[config.mk]
export PLATFORM = sky130hd
export DESIGN_NAME = irda_rx_data_ctrl_flat
export DESIGN_NICKNAME = d
export VERILOG_FILES = /design/src/rtl/irda_rx_data_ctrl_if.sv /design/src/rtl/irda_rx_data_ctrl.sv /design/src/flat_wrapper.sv
export SDC_FILE = /design/constraint.sdc
export NUM_CORES = 1
export LEC_CHECK = 0
export CAP_MARGIN = 0
export CELL_PAD_IN_SITES_DETAIL_PLACEMENT = 2
export CELL_PAD_IN_SITES_GLOBAL_PLACEMENT = 2
export CORE_MARGIN = 5
export CORE_UTILIZATION = 38
export DETAILED_ROUTE_END_ITERATION = 12
export DONT_BUFFER_PORTS = 1
export HOLD_SLACK_MARGIN = 0.02
export PLACE_DENSITY_LB_ADDON = 0.1
export SLEW_MARGIN = 20
export SYNTH_ARGS = -nofsm -noshare
export SYNTH_HDL_FRONTEND = slang
export SYNTH_SLANG_ARGS = --single-unit
export TNS_END_PERCENT = 30
[constraint.sdc]
create_clock -name clk -period 2.3 [get_ports clk]
set_input_delay 0.46 -clock clk [delete_from_list [all_inputs] [get_ports clk]]
set_output_delay 0.46 -clock clk [all_outputs]
set_load 0.02 [all_outputs]
[src/rtl/irda_rx_data_ctrl_if.sv]
// RX FIFO write port: the MIR/FIR RX data controller is the master, the RX FIFO the slave.
interface irda_rx_data_ctrl_if #(
    parameter int FIFO_POINTER_W = 4
);
    logic                    rxfifo_add;
    logic [31:0]             rxfifo_dat_i;
    logic [FIFO_POINTER_W:0] rxfifo_count;

    modport master (
        output rxfifo_add,
        output rxfifo_dat_i,
        input  rxfifo_count
    );

    modport slave (
        input  rxfifo_add,
        input  rxfifo_dat_i,
        output rxfifo_count
    );
endinterface

[src/rtl/irda_rx_data_ctrl.sv]
// MIR/FIR RX data controller: packs received bits LSB-first into 32-bit words for the RX FIFO.
// Optional macro IRDA_RX_BIT_COUNT_EN adds the rx_bit_count output (accepted bits per frame).
module irda_rx_data_ctrl #(
    parameter int FIFO_POINTER_W = 4,
    parameter int FIFO_DEPTH     = 16
) (
    input  logic                       clk,
    input  logic                       wb_rst_i,
    input  logic                       rc_restart,
    input  logic                       rc_restart_fir,
    input  logic                       bit_valid,
    input  logic                       bit_in,
    input  logic                       frame_end,
    input  logic                       mir_mode,
    input  logic                       fir_mode,
    input  logic                       mir_rxbit_enable,
    input  logic                       fir_rx4_enable,
    irda_rx_data_ctrl_if.master        fifo,
    output logic                       rx_overrun,
    output logic                       frame_done,
    output logic [4:0]                 last_bits,
    output logic                       rx_busy
`ifdef IRDA_RX_BIT_COUNT_EN
    ,
    output logic [15:0]                rx_bit_count
`endif
);

    typedef enum logic [1:0] {
        IDLE,
        COLLECT,
        WRITE,
        FLUSH
    } state_t;

    state_t      state;
    logic [31:0] sr;
    logic [4:0]  sr_p;
    logic        flush_pend;

    logic acc;
    logic restart;
    logic fifo_full;
    logic wr_slot;

    assign acc       = bit_valid && ((mir_mode && mir_rxbit_enable) ||
                                     (fir_mode && fir_rx4_enable));
    assign restart   = rc_restart || rc_restart_fir;
    assign fifo_full = (fifo.rxfifo_count >= (FIFO_POINTER_W + 1)'(FIFO_DEPTH));

    // The write strobe is decoded from the state so a restart arriving in the
    // WRITE/FLUSH cycle can still suppress it before the FIFO samples it.
    assign wr_slot           = (state == WRITE) || ((state == FLUSH) && (sr_p != 5'd0));
    assign fifo.rxfifo_add   = wr_slot && !fifo_full && !restart;
    assign fifo.rxfifo_dat_i = sr;
    assign rx_busy           = (state != IDLE);

    // NOTE: sequential state uses non-blocking assignments only; the async reset
    // branch and the synchronous restart branch clear exactly the same state.
    always_ff @(posedge clk or posedge wb_rst_i) begin
        if (wb_rst_i) begin
            state      <= IDLE;
            sr         <= '0;
            sr_p       <= '0;
            flush_pend <= 1'b0;
            rx_overrun <= 1'b0;
            frame_done <= 1'b0;
            last_bits  <= '0;
        end else if (restart) begin
            state      <= IDLE;
            sr         <= '0;
            sr_p       <= '0;
            flush_pend <= 1'b0;
            rx_overrun <= 1'b0;
            frame_done <= 1'b0;
            last_bits  <= '0;
        end else begin
            frame_done <= 1'b0;
            case (state)
                IDLE: begin
                    if (acc) begin
                        sr[sr_p] <= bit_in;
                        sr_p     <= sr_p + 5'd1;
                        state    <= frame_end ? FLUSH : COLLECT;
                    end else if (frame_end) begin
                        frame_done <= 1'b1;
                    end
                end

                COLLECT: begin
                    if (acc) begin
                        sr[sr_p] <= bit_in;
                        sr_p     <= sr_p + 5'd1;
                        if (sr_p == 5'd31) begin
                            state      <= WRITE;
                            flush_pend <= frame_end;
                        end else if (frame_end) begin
                            state <= FLUSH;
                        end
                    end else if (frame_end) begin
                        state <= FLUSH;
                    end
                end

                WRITE: begin
                    if (fifo_full) begin
                        rx_overrun <= 1'b1;
                    end
                    sr         <= '0;
                    flush_pend <= 1'b0;
                    // A frame_end landing on the WRITE cycle itself is not lost.
                    state      <= (flush_pend || frame_end) ? FLUSH : COLLECT;
                end

                FLUSH: begin
                    if ((sr_p != 5'd0) && fifo_full) begin
                        rx_overrun <= 1'b1;
                    end
                    last_bits  <= sr_p;
                    frame_done <= 1'b1;
                    sr         <= '0;
                    sr_p       <= '0;
                    state      <= IDLE;
                end

                default: state <= IDLE;
            endcase
        end
    end

`ifdef IRDA_RX_BIT_COUNT_EN
    // Counts only bits the FSM actually stores; bits dropped in WRITE/FLUSH are excluded.
    always_ff @(posedge clk or posedge wb_rst_i) begin
        if (wb_rst_i) begin
            rx_bit_count <= '0;
        end else if (restart) begin
            rx_bit_count <= '0;
        end else if (acc && ((state == IDLE) || (state == COLLECT))) begin
            if (state == IDLE) begin
                rx_bit_count <= 16'd1;
            end else if (rx_bit_count != 16'hFFFF) begin
                rx_bit_count <= rx_bit_count + 16'd1;
            end
        end
    end
`endif

    // The RX FIFO accepts at most one word per cycle pair from this block.
    assert property (@(posedge clk) disable iff (wb_rst_i)
        fifo.rxfifo_add |=> !fifo.rxfifo_add);

endmodule

[src/flat_wrapper.sv]
// flat-port wrapper written by rule: the top's interface ports become plain ports
module irda_rx_data_ctrl_flat 
#(
    parameter int FIFO_POINTER_W = 4,
    parameter int FIFO_DEPTH     = 16
)
  (clk, wb_rst_i, rc_restart, rc_restart_fir, bit_valid, bit_in, frame_end, mir_mode, fir_mode, mir_rxbit_enable, fir_rx4_enable, rx_overrun, frame_done, last_bits, rx_busy, fifo_rxfifo_add, fifo_rxfifo_dat_i, fifo_rxfifo_count);
  irda_rx_data_ctrl_if #(.FIFO_POINTER_W(FIFO_POINTER_W)) fifo_i ();
  input  logic clk;
  input  logic wb_rst_i;
  input  logic rc_restart;
  input  logic rc_restart_fir;
  input  logic bit_valid;
  input  logic bit_in;
  input  logic frame_end;
  input  logic mir_mode;
  input  logic fir_mode;
  input  logic mir_rxbit_enable;
  input  logic fir_rx4_enable;
  output logic rx_overrun;
  output logic frame_done;
  output logic [4:0] last_bits;
  output logic rx_busy;
  output wire logic [$bits(fifo_i.rxfifo_add)-1:0] fifo_rxfifo_add;
  output wire logic [$bits(fifo_i.rxfifo_dat_i)-1:0] fifo_rxfifo_dat_i;
  input wire logic [$bits(fifo_i.rxfifo_count)-1:0] fifo_rxfifo_count;
  assign fifo_rxfifo_add = fifo_i.rxfifo_add;
  assign fifo_rxfifo_dat_i = fifo_i.rxfifo_dat_i;
  assign fifo_i.rxfifo_count = fifo_rxfifo_count;
  irda_rx_data_ctrl #(.FIFO_POINTER_W(FIFO_POINTER_W), .FIFO_DEPTH(FIFO_DEPTH)) u_core (.clk(clk), .wb_rst_i(wb_rst_i), .rc_restart(rc_restart), .rc_restart_fir(rc_restart_fir), .bit_valid(bit_valid), .bit_in(bit_in), .frame_end(frame_end), .mir_mode(mir_mode), .fir_mode(fir_mode), .mir_rxbit_enable(mir_rxbit_enable), .fir_rx4_enable(fir_rx4_enable), .fifo(fifo_i), .rx_overrun(rx_overrun), .frame_done(frame_done), .last_bits(last_bits), .rx_busy(rx_busy));
endmodule
== Word level (Yosys, flattened, before mapping) ==
Index checks and enable logic that the tools add are counted.
Storage, ports and cells
  flip-flop bits (word level): 47
  input bits: 16
  output and inout bits: 41
  word-level logic and storage cells: 78
Cells by class
  magnitude comparators: 3
  reduce and logical (&&, ||, !) cells: 26
  eq/ne operators: 10
  add/subtract/negate cells: 1
  multiplexer cells: 31
Operator list (number)
  32-bit two-way mux: 2
  32-bit one-hot mux with 2 select lines: 1
  32-bit bitwise mux: 1
  5-bit two-way mux: 4
  3-bit by 1-bit inequality test with 1-bit output (second input constant): 5
  2-bit two-way mux: 7
  1-bit two-way mux: 10
  5-bit one-hot mux with 2 select lines: 1
  3-bit nonzero test: 3
  1-bit logical AND: 8
  2-bit one-hot mux with 4 select lines: 1
  5-bit by 6-bit < comparator with 1-bit output (second input constant): 1
  1-bit one-hot mux with 2 select lines: 3
  3-bit AND reduction: 2
  5-bit by 1-bit adder with 5-bit output (second input constant): 1
  1-bit demux with 5-bit select: 1
  5-bit == test (second input constant): 1
  5-bit by 1-bit greater-or-equal comparator with 1-bit output (second input constant): 1
  5-bit greater-or-equal comparator (second input constant): 1
  5-bit nonzero test: 1
  2-bit == test (second input constant): 2
  1-bit logical OR: 4
  2-bit nonzero test: 2
  2-bit OR reduction: 2
  5 further kinds: 6

== Depth between registers and ports, before layout ==
  word-level depth: 8
  depth in mapped cells: 9
  mapped depth without buffers: 7

== Worst setup path after synthesis ==
OpenSTA, ideal clock, no wires.
  path kind: reg-to-output
  from: register u_core.state[1]
  to: output port fifo_rxfifo_add
  cell stages (with the launch flop): 5
  path buffers: 1
  arrival: 1.544 ns
  path slack: 0.296 ns
  required time: 1.840 ns
  cell sequence: dfrtp_1 -> ha_1 -> buf_1 -> a21oi_1 -> nor3_1
Between the ends
  cells in the longest elaborated chain, start to end: 5
  elaborated cells on any way between the ends: 6
  those cells by class: 2 x eq/ne; 4 x reduce/logical
Ends and longest elaborated chain
  start: declaration: line irda_rx_data_ctrl.sv:36  | state_t state;
  start signal: assignment: line irda_rx_data_ctrl.sv:84  | state <= frame_end ? FLUSH : COLLECT;
  start signal: assignment: line irda_rx_data_ctrl.sv:112  | state <= (flush_pend || frame_end) ? FLUSH : COLLECT;
  2-bit == test: line irda_rx_data_ctrl.sv:53  | assign wr_slot = (state == WRITE) || ((state == FLUSH) && (sr_p != 5'd0));
  1-bit logical AND: line irda_rx_data_ctrl.sv:53
  1-bit logical OR (*): line irda_rx_data_ctrl.sv:53
  1-bit logical AND (*) (2 in a row): line irda_rx_data_ctrl.sv:54  | assign fifo.rxfifo_add = wr_slot && !fifo_full && !restart;
  end: declaration: line flat_wrapper.sv:24  | output wire logic [$bits(fifo_i.rxfifo_add)-1:0] fifo_rxfifo_add;
Every way passes the cells marked *; elsewhere a longest branch is shown, timed or not.

== Worst setup path in the final report ==
  from: register u_core.sr_p[1]
  to: output port fifo_rxfifo_add
Between the ends
  cells in the longest elaborated chain, start to end: 5
Ends and longest elaborated chain
  start: declaration: line irda_rx_data_ctrl.sv:38  | logic [4:0] sr_p;
  start signal: assignment: line irda_rx_data_ctrl.sv:83  | sr_p <= sr_p + 5'd1;
  start signal: assignment: line irda_rx_data_ctrl.sv:93  | sr_p <= sr_p + 5'd1;
  5-bit nonzero test: line irda_rx_data_ctrl.sv:53
  1-bit logical AND: line irda_rx_data_ctrl.sv:53
  1-bit logical OR: line irda_rx_data_ctrl.sv:53
  1-bit logical AND (2 in a row): line irda_rx_data_ctrl.sv:54
No other way between the ends.

==> metrics <==
outcome=finished, final reports clean; clock slew at reported path FFs=roughly 90 ps; pwr/cell area=~580 nW/um2; Post-Syn Nets=a little under 300; CTS max path bufs=2; drt first pass iters=3; Setup Buffers After CTS=0; share of cells above drive strength 1=about an eighth; synth unique cells=35; Core ar.=6314 um2; vias in the first global route=between 2,000 and 2,500; diode count=0; Worst EP arrival=~1600 ps; Design Power=roughly 1.6 mW; IR drop worst, VDD=~0.00023 V; clock tree from TritonCTS=built; Post-Syn Area=around 2500 um2; Setup violations, final=0; largest net degree at the start of global routing=48; reg2reg start=u_core.state[1]; Die X=~91 um; synthesized instance count=approximately 270; Final ANT Viol Nets=0; # port buffers=0; All-Layer GR Usage=between 10% and 20%; Post-Layout Cell Count=~350; die height=90.54 um; Worst Skew=approximately 10 ps; GP Congestion=~0.8; Layout Nets=about 300; root buffer cell=clkbuf_8; Slew Limit Fails=0; Tcrit/Tclk final=approximately nine tenths; vias per cell=slightly below 6; GRT Max-Usage Layer=met2; Rows=29; final worst slack=~210 ps; Initial Util=between 30% and 40%; Sum Neg Setup Slack=0 ps; most frequent cells in the layout=dfrtp_1, o21ai_0, a21oi_1; cell total after placement=346; Final Hold Slack=~190 ps; endpoint class of the critical path=output pin; RSZ-0062 raised after global routing=no; Worst-Skew Late Latency=between 300 and 400 ps; via count=between 2,000 and 2,500; M2 GR Usage=34.20%; met3 usage=approximately 4.6%; Inserted Clock Buffers=5; pre-CTS WS=between 200 and 300 ps; Mean Syn Cell Area=a little over 9 um2; fmax=0.4783 GHz; CP max FO=6; r2r setup slk=~270 ps; # DRC=0; Max Cap Viol=0; die area=between 8000 and 9000 um2; Tightest Hold Check Type=input pin to async pin; largest area contributor in the netlist=dfrtp_1; Final Hold Violating Endpoints=0; sequential area share after synthesis=between 40% and 50%; commonest non-fill, non-tap cell in the layout=dfrtp_1; H-tree levels=2; Critical path origin=u_core.sr_p[1]; clk sinks=between 40 and 50; leakage=1.209 nW; M1 GR Usage=22.90%; drt total wl=approximately 7600 um; Setup crit end=fifo_rxfifo_add; WS Path Type=flop to output pin; R2R Path End=u_core.fifo.rxfifo_dat_i[20]; Routed WL per cell=approximately 21 um; first-pass GRT wire length=12,720 um; final HPWL from detailed placement=5345 um; actual slew at the worst max-slew pin=between 600 and 700 ps; DR iter-0 viols=slightly below 70; Synth Warn #=0; share of Yosys cell area claimed by the top area cell type=a little under half; I/O pin cnt=57; Synth area leaders=dfrtp_1, o21ai_0, a21oi_1; Seq cells post-synth=47; max_slew headroom=58.29%; Syn-to-layout area delta=10.05%; Worst Setup Start Kind=flop; R2R depth=7; initial antenna violation count=0; final worst path period need=2091 ps; Critical Path RT=around 1800 ps; GRT overflow=0
## per-layer routing
layer	share of wire, %	vias up
li1	-	983
met1	42	1087
met2	52	33
met3	4.4	7
met4	1.3	0
met5	0	-
## synthesized netlist by cell type (all sizes together)
library cell  count
a211o             1
clkbuf            8
nand4             6
nand2            10
a31o              1
dfrtp            47
nor3b             3
a41oi             1
a31oi             3
a22o              1
o21ai            69
or3               2
nor2b             2
ha                9
nor2             11
or2               1
buf              13
a311oi            2
and3b             3
or4b              1
mux2i             7
or4               1
o31ai             3
a211oi            1
a221oi            1
and3              1
inv              10
nand3             9
a21oi            34
nor3              7
## worst max-delay path, stage by stage, from the launching register on
cell     delay (ps)
dfrtp_1         460
inv_1            90
ha_1            240
nand2_1         100
a21oi_1          70
nor3_1          180
buf_4           180
## registers in the layout (all words and copies together) (netlist names)
register / count
u_core.rx_overrun: 1
u_core.state: 2
u_core.last_bits: 5
u_core.sr_p: 5
u_core.frame_done: 1
u_core.flush_pend: 1
u_core.fifo.rxfifo_dat_i: 32
## worst min path at each step
| stage | start | end | slack (ps) |
|---|---|---|---|
| 2_1_floorplan | u_core.flush_pend | u_core.flush_pend | 490 |
| 3_3_place_gp | u_core.flush_pend | u_core.flush_pend | 540 |
| 3_5_place_dp | u_core.flush_pend | u_core.flush_pend | 540 |
| 4_1_cts | wb_rst_i | u_core.fifo.rxfifo_dat_i[19] | 210 |
| 5_1_grt | wb_rst_i | u_core.fifo.rxfifo_dat_i[17] | 250 |
| 6_report | wb_rst_i | u_core.fifo.rxfifo_dat_i[26] | 190 |
## through the flow
| stage | area, um2 | util [%] |
|---|---|---|
| after floorplan | 2465 | - |
| after global placement | 2624 | 41.56 |
| after detailed placement | 2624 | 41.56 |
| after CTS | 2711 | 42.94 |
| after global routing | 2713 | 42.96 |
| final | 2713 | 42.96 |
## report_power, final
| part | switching (mW) | internal, mW | leakage [nW] | total [mW] |
|---|---|---|---|---|
| registers | 0.0149 | 0.834 | 0.653 | 0.849 |
| clock network | 0.303 | 0.215 | 0.0483 | 0.517 |
| logic | 0.138 | 0.0691 | 0.508 | 0.207 |
| total | 0.456 | 1.12 | 1.21 | 1.57 |
## cell type report
cell class / instances / area, um2
timing repair buffer: 22 / 177.7
sequential: 47 / 1177
fill: 705 / 3601
inverter: 10 / 37.54
tap: 77 / 96.34
multi-input combinational: 190 / 1136
clock inverter: 3 / 18.77
clock buffer: 5 / 68.82
## what timing repair did
item                                    4_1_cts  5_1_grt
resized for setup                             0        1
endpoints found under the setup margin        0        1
hold buffers                                  0        0
## logic make-up (layout without fill, tap and decap cells)
logic type,Yosys count,after routing,share of synthesized area (%)
DFF,47,47,47.72
adders and majority gates,9,9,4.569
and+or+nand+nor,57,57,12.54
muxes,7,7,2.843
AOI/OAI and AO/OA,117,117,25.84
buffers and inverters,31,40,6.497
No activity file was read; power rests on OpenSTA's default activity.
